## src/rtl/atomrvcore_mem_arb_if.sv

```systemverilog
// Bundles the fetch, data and memory ports of the memory arbiter.
// 'slave' is the arbiter's view; 'master' is the requester/memory side.
interface atomrvcore_mem_arb_if #(
  parameter int DATAWIDTH = 32,
  parameter int ADDRWIDTH = 32
);
  logic                   if_req_i;
  logic [ADDRWIDTH-1:0]   if_addr_i;
  logic                   if_gnt_o;
  logic                   if_rvalid_o;
  logic [DATAWIDTH-1:0]   if_rdata_o;

  logic                   d_req_i;
  logic                   d_we_i;
  logic [DATAWIDTH/8-1:0] d_be_i;
  logic [ADDRWIDTH-1:0]   d_addr_i;
  logic [DATAWIDTH-1:0]   d_wdata_i;
  logic                   d_gnt_o;
  logic                   d_rvalid_o;
  logic [DATAWIDTH-1:0]   d_rdata_o;

  logic                   mem_req_o;
  logic                   mem_we_o;
  logic [DATAWIDTH/8-1:0] mem_be_o;
  logic [ADDRWIDTH-1:0]   mem_addr_o;
  logic [DATAWIDTH-1:0]   mem_wdata_o;
  logic                   mem_gnt_i;
  logic [DATAWIDTH-1:0]   mem_rdata_i;

  modport slave (
    input  if_req_i, if_addr_i,
    output if_gnt_o, if_rvalid_o, if_rdata_o,
    input  d_req_i, d_we_i, d_be_i, d_addr_i, d_wdata_i,
    output d_gnt_o, d_rvalid_o, d_rdata_o,
    output mem_req_o, mem_we_o, mem_be_o, mem_addr_o, mem_wdata_o,
    input  mem_gnt_i, mem_rdata_i
  );

  modport master (
    output if_req_i, if_addr_i,
    input  if_gnt_o, if_rvalid_o, if_rdata_o,
    output d_req_i, d_we_i, d_be_i, d_addr_i, d_wdata_i,
    input  d_gnt_o, d_rvalid_o, d_rdata_o,
    input  mem_req_o, mem_we_o, mem_be_o, mem_addr_o, mem_wdata_o,
    output mem_gnt_i, mem_rdata_i
  );
endinterface

```

## src/rtl/atomrvcore_mem_arb.sv

```systemverilog
// Two-port (fetch/data) arbiter onto a single-ported memory with 1-cycle read latency.
// Data wins conflicts unless fetch has lost STARVE_LIMIT cycles in a row.
module atomrvcore_mem_arb #(
  parameter int DATAWIDTH    = 32,
  parameter int ADDRWIDTH    = 32,
  parameter int STARVE_LIMIT = 4
) (
  input  logic                 clk_i,
  input  logic                 rst_ni,
  atomrvcore_mem_arb_if.slave  bus
);
  localparam int BEW = DATAWIDTH / 8;
  localparam int SW  = $clog2(STARVE_LIMIT + 1);
  localparam logic [SW-1:0] LIMIT = SW'(STARVE_LIMIT);

  typedef enum logic [1:0] {
    TAG_NONE = 2'd0,
    TAG_IF   = 2'd1,
    TAG_D    = 2'd2
  } tag_e;

  tag_e                 tag_q, tag_d;
  logic [SW-1:0]        starve_q, starve_d;

  logic                 starve_hit;
  logic                 sel_if, sel_d;
  logic                 if_gnt, d_gnt;
  logic                 mem_we;
  logic [BEW-1:0]       mem_be;
  logic [ADDRWIDTH-1:0] mem_addr;
  logic [DATAWIDTH-1:0] mem_wdata;

  // Selection and grants are purely combinational; reset masks them immediately.
  always_comb begin
    starve_hit = (starve_q == LIMIT);
    sel_if     = bus.if_req_i & (~bus.d_req_i | starve_hit);
    sel_d      = bus.d_req_i & ~sel_if;
    if_gnt     = rst_ni & sel_if & bus.mem_gnt_i;
    d_gnt      = rst_ni & sel_d & bus.mem_gnt_i;

    mem_we    = 1'b0;
    mem_be    = '0;
    mem_addr  = '0;
    mem_wdata = '0;
    if (sel_if) begin
      mem_be   = {BEW{1'b1}};
      mem_addr = bus.if_addr_i;
    end else if (sel_d) begin
      mem_we    = bus.d_we_i;
      mem_be    = bus.d_be_i;
      mem_addr  = bus.d_addr_i;
      mem_wdata = bus.d_wdata_i;
    end
  end

  always_comb begin
    starve_d = starve_q;
    if (!bus.if_req_i || if_gnt) begin
      starve_d = '0;
    end else if (!starve_hit) begin
      starve_d = starve_q + 1'b1;
    end
  end

  // Outstanding-read owner: one cycle of memory latency, so the tag lives exactly one cycle.
  always_comb begin
    tag_d = TAG_NONE;
    if (if_gnt) begin
      tag_d = TAG_IF;
    end else if (d_gnt && !bus.d_we_i) begin
      tag_d = TAG_D;
    end
  end

  always_ff @(posedge clk_i or negedge rst_ni) begin
    if (!rst_ni) begin
      starve_q <= '0;
      tag_q    <= TAG_NONE;
    end else begin
      starve_q <= starve_d;
      tag_q    <= tag_d;
    end
  end

  always_comb begin
    bus.if_gnt_o    = if_gnt;
    bus.d_gnt_o     = d_gnt;
    bus.mem_req_o   = rst_ni & (bus.if_req_i | bus.d_req_i);
    bus.mem_we_o    = mem_we;
    bus.mem_be_o    = mem_be;
    bus.mem_addr_o  = mem_addr;
    bus.mem_wdata_o = mem_wdata;
    bus.if_rvalid_o = (tag_q == TAG_IF);
    bus.d_rvalid_o  = (tag_q == TAG_D);
    bus.if_rdata_o  = (tag_q == TAG_IF) ? bus.mem_rdata_i : '0;
    bus.d_rdata_o   = (tag_q == TAG_D)  ? bus.mem_rdata_i : '0;
  end
endmodule

```

## src/flat_wrapper.sv

```systemverilog
// flat-port wrapper written by rule: the top's interface ports become plain ports
module atomrvcore_mem_arb_flat 
#(
  parameter int DATAWIDTH    = 32,
  parameter int ADDRWIDTH    = 32,
  parameter int STARVE_LIMIT = 4
)
  (clk_i, rst_ni, bus_if_req_i, bus_if_addr_i, bus_if_gnt_o, bus_if_rvalid_o, bus_if_rdata_o, bus_d_req_i, bus_d_we_i, bus_d_be_i, bus_d_addr_i, bus_d_wdata_i, bus_d_gnt_o, bus_d_rvalid_o, bus_d_rdata_o, bus_mem_req_o, bus_mem_we_o, bus_mem_be_o, bus_mem_addr_o, bus_mem_wdata_o, bus_mem_gnt_i, bus_mem_rdata_i);
  atomrvcore_mem_arb_if #(.DATAWIDTH(DATAWIDTH), .ADDRWIDTH(ADDRWIDTH)) bus_i ();
  input  logic clk_i;
  input  logic rst_ni;
  input wire logic [$bits(bus_i.if_req_i)-1:0] bus_if_req_i;
  input wire logic [$bits(bus_i.if_addr_i)-1:0] bus_if_addr_i;
  output wire logic [$bits(bus_i.if_gnt_o)-1:0] bus_if_gnt_o;
  output wire logic [$bits(bus_i.if_rvalid_o)-1:0] bus_if_rvalid_o;
  output wire logic [$bits(bus_i.if_rdata_o)-1:0] bus_if_rdata_o;
  input wire logic [$bits(bus_i.d_req_i)-1:0] bus_d_req_i;
  input wire logic [$bits(bus_i.d_we_i)-1:0] bus_d_we_i;
  input wire logic [$bits(bus_i.d_be_i)-1:0] bus_d_be_i;
  input wire logic [$bits(bus_i.d_addr_i)-1:0] bus_d_addr_i;
  input wire logic [$bits(bus_i.d_wdata_i)-1:0] bus_d_wdata_i;
  output wire logic [$bits(bus_i.d_gnt_o)-1:0] bus_d_gnt_o;
  output wire logic [$bits(bus_i.d_rvalid_o)-1:0] bus_d_rvalid_o;
  output wire logic [$bits(bus_i.d_rdata_o)-1:0] bus_d_rdata_o;
  output wire logic [$bits(bus_i.mem_req_o)-1:0] bus_mem_req_o;
  output wire logic [$bits(bus_i.mem_we_o)-1:0] bus_mem_we_o;
  output wire logic [$bits(bus_i.mem_be_o)-1:0] bus_mem_be_o;
  output wire logic [$bits(bus_i.mem_addr_o)-1:0] bus_mem_addr_o;
  output wire logic [$bits(bus_i.mem_wdata_o)-1:0] bus_mem_wdata_o;
  input wire logic [$bits(bus_i.mem_gnt_i)-1:0] bus_mem_gnt_i;
  input wire logic [$bits(bus_i.mem_rdata_i)-1:0] bus_mem_rdata_i;
  assign bus_i.if_req_i = bus_if_req_i;
  assign bus_i.if_addr_i = bus_if_addr_i;
  assign bus_if_gnt_o = bus_i.if_gnt_o;
  assign bus_if_rvalid_o = bus_i.if_rvalid_o;
  assign bus_if_rdata_o = bus_i.if_rdata_o;
  assign bus_i.d_req_i = bus_d_req_i;
  assign bus_i.d_we_i = bus_d_we_i;
  assign bus_i.d_be_i = bus_d_be_i;
  assign bus_i.d_addr_i = bus_d_addr_i;
  assign bus_i.d_wdata_i = bus_d_wdata_i;
  assign bus_d_gnt_o = bus_i.d_gnt_o;
  assign bus_d_rvalid_o = bus_i.d_rvalid_o;
  assign bus_d_rdata_o = bus_i.d_rdata_o;
  assign bus_mem_req_o = bus_i.mem_req_o;
  assign bus_mem_we_o = bus_i.mem_we_o;
  assign bus_mem_be_o = bus_i.mem_be_o;
  assign bus_mem_addr_o = bus_i.mem_addr_o;
  assign bus_mem_wdata_o = bus_i.mem_wdata_o;
  assign bus_i.mem_gnt_i = bus_mem_gnt_i;
  assign bus_i.mem_rdata_i = bus_mem_rdata_i;
  atomrvcore_mem_arb #(.DATAWIDTH(DATAWIDTH), .ADDRWIDTH(ADDRWIDTH), .STARVE_LIMIT(STARVE_LIMIT)) u_core (.clk_i(clk_i), .rst_ni(rst_ni), .bus(bus_i));
endmodule
```

## config.mk

```make
export PLATFORM = sky130hd
export DESIGN_NAME = atomrvcore_mem_arb_flat
export DESIGN_NICKNAME = d
export VERILOG_FILES = /design/src/rtl/atomrvcore_mem_arb_if.sv /design/src/rtl/atomrvcore_mem_arb.sv /design/src/flat_wrapper.sv
export SDC_FILE = /design/constraint.sdc
export NUM_CORES = 1
export LEC_CHECK = 0
export ABC_AREA = 1
export CORE_AREA = 2 2 108 110
export DETAILED_ROUTE_END_ITERATION = 6
export DIE_AREA = 0 0 110 112
export PLACE_DENSITY = 0.56
export SLEW_MARGIN = 5
export SYNTH_ARGS = -nofsm -noshare
export SYNTH_HDL_FRONTEND = slang
export SYNTH_SLANG_ARGS = --single-unit
```

## constraint.sdc

```tcl
create_clock -name clk_i -period 3 [get_ports clk_i]
set_input_delay 0.9 -clock clk_i [delete_from_list [all_inputs] [get_ports clk_i]]
set_output_delay 0.9 -clock clk_i [all_outputs]
set_load 0.01 [all_outputs]
```

Word-level counts from Yosys, hierarchy flattened. Cells that the tools add are included.

Flip-flop bits (word level): 5. Output and inout bits: 138. Memory bits (writable): 0. Input bits: 138. Memories: 0. Latch bits: 0. Bits in read-only memories: 0. Word-level logic and storage cells: 36.

$mul: 0. Bitwise logic cells: 11. Muxes and demuxes: 14. Reductions and logical operators: 4. Magnitude comparators: 0. Shifts and indexed selects: 0. $add $sub $neg: 1. Eq/ne operators: 4. Divide/modulo/power cells: 0.

Operators with widths (count): $mux W32 (6); $mux W4 (2); $and A1 B1 Y1 (7); $mux W3 (2); $mux W2 (2); $add A3 B1 Y3 const B (1); $eq A3 B3 Y1 const B (1); $eq A2 B1 Y1 const B (1); $eq A2 B2 Y1 const B (1); $logic_not A1 Y1 (2); $mux W1 (2); $ne A2 B2 Y1 const B (1); $not A1 Y1 (2); $or A1 B1 Y1 (2); $logic_and A1 B1 Y1 (1); $logic_or A1 B1 Y1 (1).

Longest topological paths before layout. Gate-level depths: netlist of run 1.

Depth after elaboration: 10. Mapped depth: 9. Depth with buffers taken out: 8.

Worst setup path after synthesis of run 1. No wires, ideal clock.

Kind: in2out. From: input bus_d_req_i. To: output bus_mem_addr_o[10]. Slack: 0.674 ns. Stages on the path: 4. Arrival: 1.426 ns. Data required time: 2.100 ns. Path buffers: 2. Path through: buf_2 > buf_2 > nand3_1 > nand2_1.

Word-level cells in the longest chain between the ends: 7.

RTL lines: from (decl) (RTL line flat_wrapper.sv:17) `input wire logic [$bits(bus_i.d_req_i)-1:0] bus_d_req_i;`; $not A1 Y1 (RTL line atomrvcore_mem_arb.sv:36) `sel_if = bus.if_req_i & (~bus.d_req_i | starve_hit);`; $or A1 B1 Y1 (RTL line atomrvcore_mem_arb.sv:36); $and A1 B1 Y1 (RTL line atomrvcore_mem_arb.sv:36); $not A1 Y1 (RTL line atomrvcore_mem_arb.sv:37) `sel_d = bus.d_req_i & ~sel_if;`; $and A1 B1 Y1 (RTL line atomrvcore_mem_arb.sv:37); $mux W32 (RTL line atomrvcore_mem_arb.sv:48) `end else if (sel_d) begin`; $mux W32 * (RTL line atomrvcore_mem_arb.sv:45) `if (sel_if) begin`; to (decl) (RTL line flat_wrapper.sv:28) `output wire logic [$bits(bus_i.mem_addr_o)-1:0] bus_mem_addr_o;`.

Every way passes the cells marked *; elsewhere a longest branch is shown, timed or not.

Final worst setup path of run 1.
From: input bus_mem_rdata_i[17]. To: output bus_d_rdata_o[17].

Word-level cells in the longest chain between the ends: 1.

RTL lines: from (decl) (RTL line flat_wrapper.sv:31) `input wire logic [$bits(bus_i.mem_rdata_i)-1:0] bus_mem_rdata_i;`; $mux W32 (RTL line atomrvcore_mem_arb.sv:96) `bus.d_rdata_o = (tag_q == TAG_D) ? bus.mem_rdata_i : '0;`; to (decl) (RTL line flat_wrapper.sv:24) `output wire logic [$bits(bus_i.d_rdata_o)-1:0] bus_d_rdata_o;`.

No other way between the ends.

==> results of run 1 <==
## metal layers
metal | global-route usage [%] | routed length, um | part of all wire (%)
met3 | 4.157 | 1119 | 12
met4 | 2.616 | 77 | 0.85
met5 | 0 | 0 | 0
met1 | 13.65 | 3113 | 34
met2 | 26.87 | 4773 | 53
## cell families (layout without fill, tap and decap cells)
family	Yosys count	after routing	synth area share, %
AO/OA/AOI/OAI	3	3	1.928
XOR/XNOR	1	1	0.5869
adder cells (fa/ha/maj)	2	2	1.676
buffers and inverters	95	375	27.66
flip-flops	5	5	8.382
other	0	1	0
AND/OR/NAND/NOR	219	219	59.76
## timing repair
item                                    CTS  global route
cloned                                    1             0
buffers inserted                          1             0
resized for setup                        87            31
pin swaps                                 1             0
endpoints found under the setup margin   76            59
## Yosys cell counts, drive strengths merged
cell type	n
dfrtp	5
nand3	33
clkbuf	6
o21ai	2
inv	76
o21a	1
ha	2
buf	13
nor3	1
nand2	81
xor2	1
nor2	104
## layout by cell type (no fill, tap or decap), drive strengths merged
cell type      count
buf               20
ha                 2
o21a               1
clkbuf             6
nand3             33
nor3               1
dfrtp              5
dlygate4sd2       71
dlymetal6s2s      26
inv               76
nor2             104
clkdlybuf4s50    170
clkdlybuf4s15      6
diode              1
nand2             81
xor2               1
o21ai              2
## worst min-delay path, stage by stage (launching register included)
cell and delay (ns):
dfrtp_1 0.39, nor2_1 0.06, nor2_1 0.09, nor2_1 0.05
## layout make-up
cell class,count,area [um^2]
clock buffer,4,78.83
multi-input combinational,225,963.4
tap,143,178.9
sequential,5,125.1
antenna,1,2.502
fill,1182,6585
inverter,76,287.8
timing repair buffer,295,2953
## power breakdown
part | switching, uW | total (uW) | internal, uW
Sequential | 6.76 | 83.6 | 76.8
Combinational | 251 | 593 | 342
Clock | 39.3 | 215 | 176
## state kept, by name, summed over array words and instances, names as in the netlist
signal,count
u_core.tag_q,2
u_core.starve_q,3
## stage by stage
| step | util [%] | cells | setup TNS, ns | power, uW |
|---|---|---|---|---|
| floorplan | - | 325 | 0 | 309.6 |
| global placement | 40.24 | 742 | -26.12 | 719.6 |
| detailed placement | 40.24 | 742 | -27.58 | 726.5 |
| CTS | 40.52 | 748 | 0 | 906.8 |
| global route | 41.07 | 749 | -0.01011 | 961.6 |
| finish | 41.07 | 749 | 0 | 891.0 |
## worst max-delay path by stage
stage,to,slack (ns),depth (start not counted)
2_1_floorplan,bus_mem_addr_o[10],0.67,4
3_3_place_gp,bus_if_gnt_o,-0.42,6
3_5_place_dp,bus_mem_addr_o[18],-0.44,7
4_1_cts,bus_if_gnt_o,0.008,6
5_1_grt,bus_d_rdata_o[17],-0.01,4
6_report,bus_d_rdata_o[17],0.04,4
==> results.json, run 1 <==
{
  "setup_violations": 0,
  "h-tree-depth": 1,
  "die_y_um": 112,
  "drv_cap": 0,
  "grt_pass1_wl_um": 13280,
  "postSynthCellCount": 325,
  "relSlewSlack_pct": 77.25,
  "die_area_um2": 12320,
  "cts_sinks": 5,
  "r2r-end": "u_core.starve_q[0]",
  "gp_congestion": 0.7918,
  "die_width_um": 110,
  "worstSetupStartpointType": "primary input",
  "netlist.area_leader.share_pct": 25.15,
  "slew_violations": 0,
  "hp-class": "reg2reg",
  "p_leak_uw": 0.002918,
  "num_vias": 2884,
  "dr.pass1.iters": 6,
  "tightest_slew_ns": 0.3413,
  "whs_path_depth": 3,
  "whs_ns": 0.6353,
  "holdPathEnd": "u_core.starve_q[2]",
  "path_cells": "clkdlybuf4s50_1, inv_1, nor2_1, clkdlybuf4s50_1",
  "yosysTopAreaCell": "nor2_1",
  "placed_cell_area_um2": 4497,
  "required_ns": 2.10,
  "slowest_delay_ns": 0.56,
  "setup.worst_path.class": "in2out",
  "status": "finished clean",
  "avgViaCountPerCell": 3.850,
  "finalHoldViolCount": 0,
  "fin_nets": 746,
  "synth.yosys.seq_area_share_pct": 8.382,
  "syn_area_um2": 1493,
  "drive_gt1_share_pct": 5.950,
  "io_buffers": 275,
  "clock_latency_ns": 0.22,
  "hpwlAfterDp_um": 7736,
  "critPathTopFamily": "buffers and inverters",
  "grt_pass1_vias": 2723,
  "peakVddDrop_uv": 187.9,
  "max_freq_ghz": 0.3377,
  "worstSetupStartpoint": "bus_mem_rdata_i[17]",
  "finalInstanceArea_um2": 4589,
  "syn-num-nets": 465,
  "postRouteAntennaNets": 0,
  "crit_arrival_ns": 2.06,
  "rows": 39,
  "antenna_found_initial": 1,
  "grt_overflow_total": 0,
  "fin_crit_ns": 2.962,
  "start_util_pct": 13.36,
  "finClkSkew_ns": 0.001501,
  "drt-initial-drc-count": 148,
  "cts.clk_slew.worst_paths_ns": 0.03,
  "r2r-start": "u_core.starve_q[0]",
  "grt_usage_pct": 13.63,
  "finalCritPeriodShare_pct": 98.72,
  "dp_worst_setup_slack_ns": -0.4387,
  "synthToLayoutAreaGrowth_pct": 207.5,
  "cp_common_cell": "clkdlybuf4s50_1",
  "path_buf_inv": 3,
  "r2r_cells": 8,
  "critPathCaptureType": "output pin",
  "routed_wl_um": 9084,
  "grt_max_degree": 34,
  "avgSynthCellArea_um2": 4.593,
  "ys_ff_latch": 5,
  "numCtsBuffers": 3,
  "wl_per_cell_um": 12.13,
  "tritoncts": "done",
  "crit_slowest_cell": "clkdlybuf4s50_1",
  "min_from": "u_core.starve_q[2]",
  "core_um2": 11170,
  "hold_buffers": 0,
  "r2r_setup_slack_ns": 1.60,
  "cts_buffer_depth": 2,
  "critPathMaxFanout": 2,
  "synthTopCellsByArea": "nor2_1 (25%), nand2_1 (20%), inv_1 (19%), nand3_1 (11%), dfrtp_1 (8.4%)",
  "drcViolationCount": 0,
  "p_per_area_nw_per_um2": 194.1,
  "cts_root_buf": "clkbuf_16",
  "ys_types": 19,
  "ios": 276,
  "setup_ws_ns": 0.03843,
  "yosysWarnings": 0
}
Note: power is estimated with default switching activity, not from simulation.
==> run 2, diff against run 1 <==
Settings changed: PLACE_DENSITY 0.56 to 0.63, SLEW_MARGIN 5 to not set.
==> run 2 against run 1 <==
  * Sequential share of layout area about the same
  * Global-route usage down 0.31 points
  * Count of clock-buffer cells in the layout unchanged
  * Final cell count up 0.53%
  * Clock power up 2%
  * Hold slack better by 0.014 ns
  * Flip-flop and latch count unchanged
  * Power up 1.9%
  * Sequential power about the same
  * Routed wire length down 0.68%
  * Core utilization up 0.62 points
==> results.json, run 2 (synthesis gave the netlist of run 1 again) <==
{
  "p_clk_share_pct": 24.2,
  "h-tree-depth": 1,
  "cts_buffer_depth": 2,
  "top_layer": "met4",
  "tritoncts": "done",
  "wl_per_cell_um": 11.98,
  "rows": 39,
  "grt_pass1_vias": 2725,
  "die_area_um2": 12320,
  "cp_common_cell": "clkdlybuf4s50_1",
  "finClkSkew_ns": 0.001695,
  "layout_common_cells": "clkdlybuf4s50_1 (173), nor2_1 (100), nand2_1 (78), inv_1 (74), dlygate4sd2_1 (73)",
  "largest_register_ffs": 3,
  "pwr-share-seq_pct": 9.2,
  "num_vias": 2916,
  "avgViaCountPerCell": 3.873,
  "core_um2": 11170,
  "clock_latency_ns": 0.23,
  "finalCritPeriodShare_pct": 99.59,
  "postRouteAntennaNets": 0,
  "drcViolationCount": 0,
  "die_width_um": 110,
  "top_register": "u_core.starve_q",
  "crit_arrival_ns": 2.09,
  "drive_gt1_share_pct": 6.721,
  "hp-class": "reg2reg",
  "finalPower_uw": 908.2,
  "slowest_delay_ns": 0.54,
  "wl_met1_um": 3037,
  "cts_sinks": 5,
  "crit_slowest_cell": "clkdlybuf4s50_1",
  "drv_cap": 0,
  "setup.worst_path.class": "in2out",
  "tightest_slew_ns": 0.4440,
  "switching_share_pct": 33.51,
  "routed_wl_um": 9022,
  "synthToLayoutAreaGrowth_pct": 212.1,
  "critPathMaxFanout": 2,
  "drt-initial-drc-count": 120,
  "gp_congestion": 0.8757,
  "relSlewSlack_pct": 70.33,
  "path_cells": "clkdlybuf4s50_1, inv_1, nor2_1, clkdlybuf4s50_1",
  "grt_overflow_total": 0,
  "numCtsBuffers": 3,
  "p_switching_uw": 304.3,
  "p_int_uw": 603.9,
  "top_regs": "u_core.starve_q x3, u_core.tag_q x2",
  "setup_violations": 0,
  "grt_usage_pct": 13.32,
  "diodes": 0,
  "fin_crit_ns": 2.988,
  "status": "finished clean",
  "max_freq_ghz": 0.3347,
  "slew_violations": 0,
  "fin_nets": 751,
  "critPathCaptureType": "output pin",
  "cts_root_buf": "clkbuf_16",
  "routed-wl-met2_um": 4709,
  "comb_power_share_pct": 66.7,
  "start_util_pct": 13.36,
  "dr.pass1.iters": 4,
  "hpwlAfterDp_um": 7767,
  "die_y_um": 112,
  "worstSetupStartpointType": "primary input",
  "p_per_area_nw_per_um2": 195.0,
  "required_ns": 2.10,
  "grt_pass1_wl_um": 12970,
  "io_buffers": 275,
  "p_leak_uw": 0.002940,
  "peakVddDrop_uv": 201.1,
  "finalHoldViolCount": 0,
  "final_common_cell": "clkdlybuf4s50_1",
  "grt_max_degree": 22,
  "antenna_found_initial": 1,
  "wl_met3_um": 1057,
  "ios": 276,
  "cts.clk_slew.worst_paths_ns": 0.03,
  "whs_ns": 0.6494
}
[run 2: cell types whose count changed in the layout (fill, tap and decap cells not counted), moves of 2 or more]
cell,before,now
clkbuf_2,2,0
buf_2,0,2
clkdlybuf4s50_1,170,173
buf_12,5,7
dlygate4sd2_1,71,73
clkdlybuf4s15_1,5,1
[run 2: power groups by stage]
stage	clock network, uW	logic [uW]	registers [uW]
6_report	219	606	83.3
5_1_grt	227	660	85.0
4_1_cts	222	614	83.7
3_3_place_gp	0	644	83.2
3_5_place_dp	0	651	83.9
2_1_floorplan	0	227	82.7
[run 2: path summary, 6_finish.rpt]
kind | start | to | slack (ns) | cells after the start
max in group asynchronous | rst_ni | u_core.starve_q[1] | 1.87 | 2
worst max register to register | u_core.starve_q[0] | u_core.starve_q[0] | 1.62 | 8
worst min register to register | u_core.starve_q[2] | u_core.starve_q[2] | 0.65 | 3
min in group asynchronous | rst_ni | u_core.tag_q[0] | 1.01 | 2
worst max-delay path | bus_mem_rdata_i[15] | bus_if_rdata_o[15] | 0.01 | 4
worst min-delay path | u_core.starve_q[2] | u_core.starve_q[2] | 0.65 | 3
[run 2: timing repair]
action                                  CTS  global route
pin swaps                                 2             0
buffers inserted                          1             0
resized for setup                        89            27
hold buffers                              0             0
cloned                                    2             0
endpoints found under the setup margin   75            27
[run 2: cell type report]
type	instances	area [um^2]
fillers	1156	6516
inverters	76	290.3
flip-flops and latches	5	125.1
multi-input cells	225	968.4
well taps	143	178.9
clock buffers	4	78.83
repair buffers	300	3017
[run 2: routing by layer]
metal  GRT usage [%]  vias up
li1                -     1489
met1           12.52     1247
met2           26.30      168
met5               0        -
met3           4.040       12
met4           4.473        0
[run 2: per-stage QoR]
stage	instances	util (%)	setup slack [ns]	cell area, um^2	setup TNS [ns]
2_1_floorplan	325	-	0.6737	1493	0
3_3_place_gp	746	40.73	-0.4736	4552	-30.77
3_5_place_dp	746	40.73	-0.4996	4552	-32.97
4_1_cts	753	41.17	0.01264	4601	0
6_report	753	41.69	0.01237	4658	0
5_1_grt	753	41.69	-0.0003479	4658	-0.0003479
[run 2: worst max-delay path: cells and delay by family]
family	cells	cell delay, ns
and+or+nand+nor	1	0.11
buffers and inverters	3	1.07
==> run 3, diff against run 2 <==
Settings changed: SKIP_LAST_GASP set to 1.
==> run 3 against run 2 <==
  * Design area is 0.38% higher
  * Combinational power is essentially flat
  * Core utilization rose by 0.16 points
  * Power rose by 0.42%
  * Global-route usage hardly changed
  * Register-to-register slack is essentially flat
  * Critical path depth unchanged
  * Hold slack stayed put
  * Count of clock-buffer cells in the layout is the same
  * Highest routed layer unchanged
==> results.json, run 3 (synthesis gave the netlist of run 1 again) <==
{
  "fin_nets": 753,
  "setup_violations": 0,
  "core_um2": 11170,
  "tritoncts": "done",
  "drv_cap": 0,
  "worstSetupStartpoint": "bus_mem_rdata_i[15]",
  "hold_buffers": 0,
  "crit_arrival_ns": 2.09,
  "die_y_um": 112,
  "r2r-end": "u_core.starve_q[0]",
  "grt_pass1_vias": 2728,
  "start_util_pct": 13.36,
  "slew_violations": 0,
  "r2r-start": "u_core.starve_q[0]",
  "wl_per_cell_um": 11.97,
  "finalHoldViolCount": 0,
  "ios": 276,
  "r2r_setup_slack_ns": 1.62,
  "p_leak_uw": 0.002954,
  "numCtsBuffers": 3,
  "dp_worst_setup_slack_ns": -0.4996,
  "io_buffers": 275,
  "postRouteAntennaNets": 0,
  "worstSetupStartpointType": "primary input",
  "top_register": "u_core.starve_q",
  "tightest_slew_ns": 0.4440,
  "gp_congestion": 0.8757,
  "clock_latency_ns": 0.23,
  "drt-initial-drc-count": 121,
  "diodes": 0,
  "antenna_found_initial": 1,
  "drive_gt1_share_pct": 7.190,
  "setup.worst_path.class": "in2out",
  "place_inst": 746,
  "drcViolationCount": 0,
  "die_width_um": 110,
  "critPathCaptureType": "output pin",
  "hpwlAfterDp_um": 7767,
  "grt_usage_pct": 13.33,
  "placed_cell_area_um2": 4552,
  "critPathMaxFanout": 2,
  "setup_ws_ns": 0.01237,
  "synthToLayoutAreaGrowth_pct": 213.2,
  "die_area_um2": 12320,
  "avgViaCountPerCell": 3.877,
  "dr.pass1.iters": 4,
  "finClkSkew_ns": 0.001695,
  "grt_pass1_wl_um": 12970,
  "r2r_cells": 8,
  "p_per_area_nw_per_um2": 195.1,
  "grt_max_degree": 22,
  "top_regs": "u_core.starve_q x3, u_core.tag_q x2",
  "cts_sinks": 5,
  "layout_common_cells": "clkdlybuf4s50_1 (173), nor2_1 (100), nand2_1 (78), inv_1 (74), dlygate4sd2_1 (72)",
  "relSlewSlack_pct": 70.33,
  "h-tree-depth": 1,
  "finalCritPeriodShare_pct": 99.59,
  "largest_register_ffs": 3,
  "peakVddDrop_uv": 201.2,
  "max_freq_ghz": 0.3347,
  "cts.clk_slew.worst_paths_ns": 0.03,
  "required_ns": 2.10,
  "final_common_cell": "clkdlybuf4s50_1",
  "fin_crit_ns": 2.988,
  "hp-class": "reg2reg",
  "routed_wl_um": 9038,
  "cts_buffer_depth": 2,
  "fin_cells": 755,
  "crit_path_end": "bus_if_rdata_o[15]",
  "status": "finished clean",
  "cts_root_buf": "clkbuf_16",
  "grt_overflow_total": 0,
  "finalInstanceArea_um2": 4676,
  "finalPower_uw": 912.0,
  "finalSetupTns_ns": 0,
  "num_vias": 2927,
  "rows": 39
}
==> run 3: power breakdown <==
part	internal, uW	switching [uW]	total (uW)
combinational	356	254	609
sequential	76.7	6.57	83.3
clock	176	43.2	219
total	608	304	912
==> run 3: layout make-up <==
type                            instances  area (um^2)
Timing Repair Buffer                  302         3034
Sequential cell                         5        125.1
Fill cell                            1158         6499
Inverter                               76        290.3
Tap cell                              143        178.9
Clock buffer                            4        78.83
Multi-Input combinational cell        225        968.4
==> run 3: metal layers <==
metal  global-route usage, %  vias up  wire length (um)
met5                       0        -                 0
met4                   4.473        0               217
met3                   4.040       12              1037
met2                   26.30      164              4725
met1                   12.55     1258              3058
li1                        -     1493                 -
==> run 3: what timing repair did <==
action / 4_1_cts / 5_1_grt
endpoints found under the setup margin: 75 / 41
pin swaps: 2 / 1
resized for setup: 87 / 29
setup buffers: 1 / 2
cloned: 2 / 0
==> run 3: worst max-delay path, cell delays in order <==
cell	delay, ns
clkdlybuf4s50_1	0.47
inv_1	0.06
nor2_1	0.11
clkdlybuf4s50_1	0.54
==> run 3: worst min path at each step <==
stage	start	to	slack, ns	depth (start not counted)
5_1_grt	u_core.starve_q[2]	u_core.starve_q[2]	0.71	3
2_1_floorplan	rst_ni	u_core.starve_q[0]	0.60	0
6_report	u_core.starve_q[2]	u_core.starve_q[2]	0.65	3
3_5_place_dp	u_core.starve_q[2]	u_core.starve_q[2]	0.64	3
4_1_cts	u_core.starve_q[2]	u_core.starve_q[2]	0.66	3
3_3_place_gp	u_core.starve_q[2]	u_core.starve_q[2]	0.62	3
==> run 3: stage by stage <==
step                      hold WS [ns]  utilization, %
after floorplan                 0.6044               -
final                           0.6494           41.84
after CTS                       0.6576           41.23
after global placement          0.6234           40.73
after global routing            0.7090           41.84
after detailed placement        0.6393           40.73
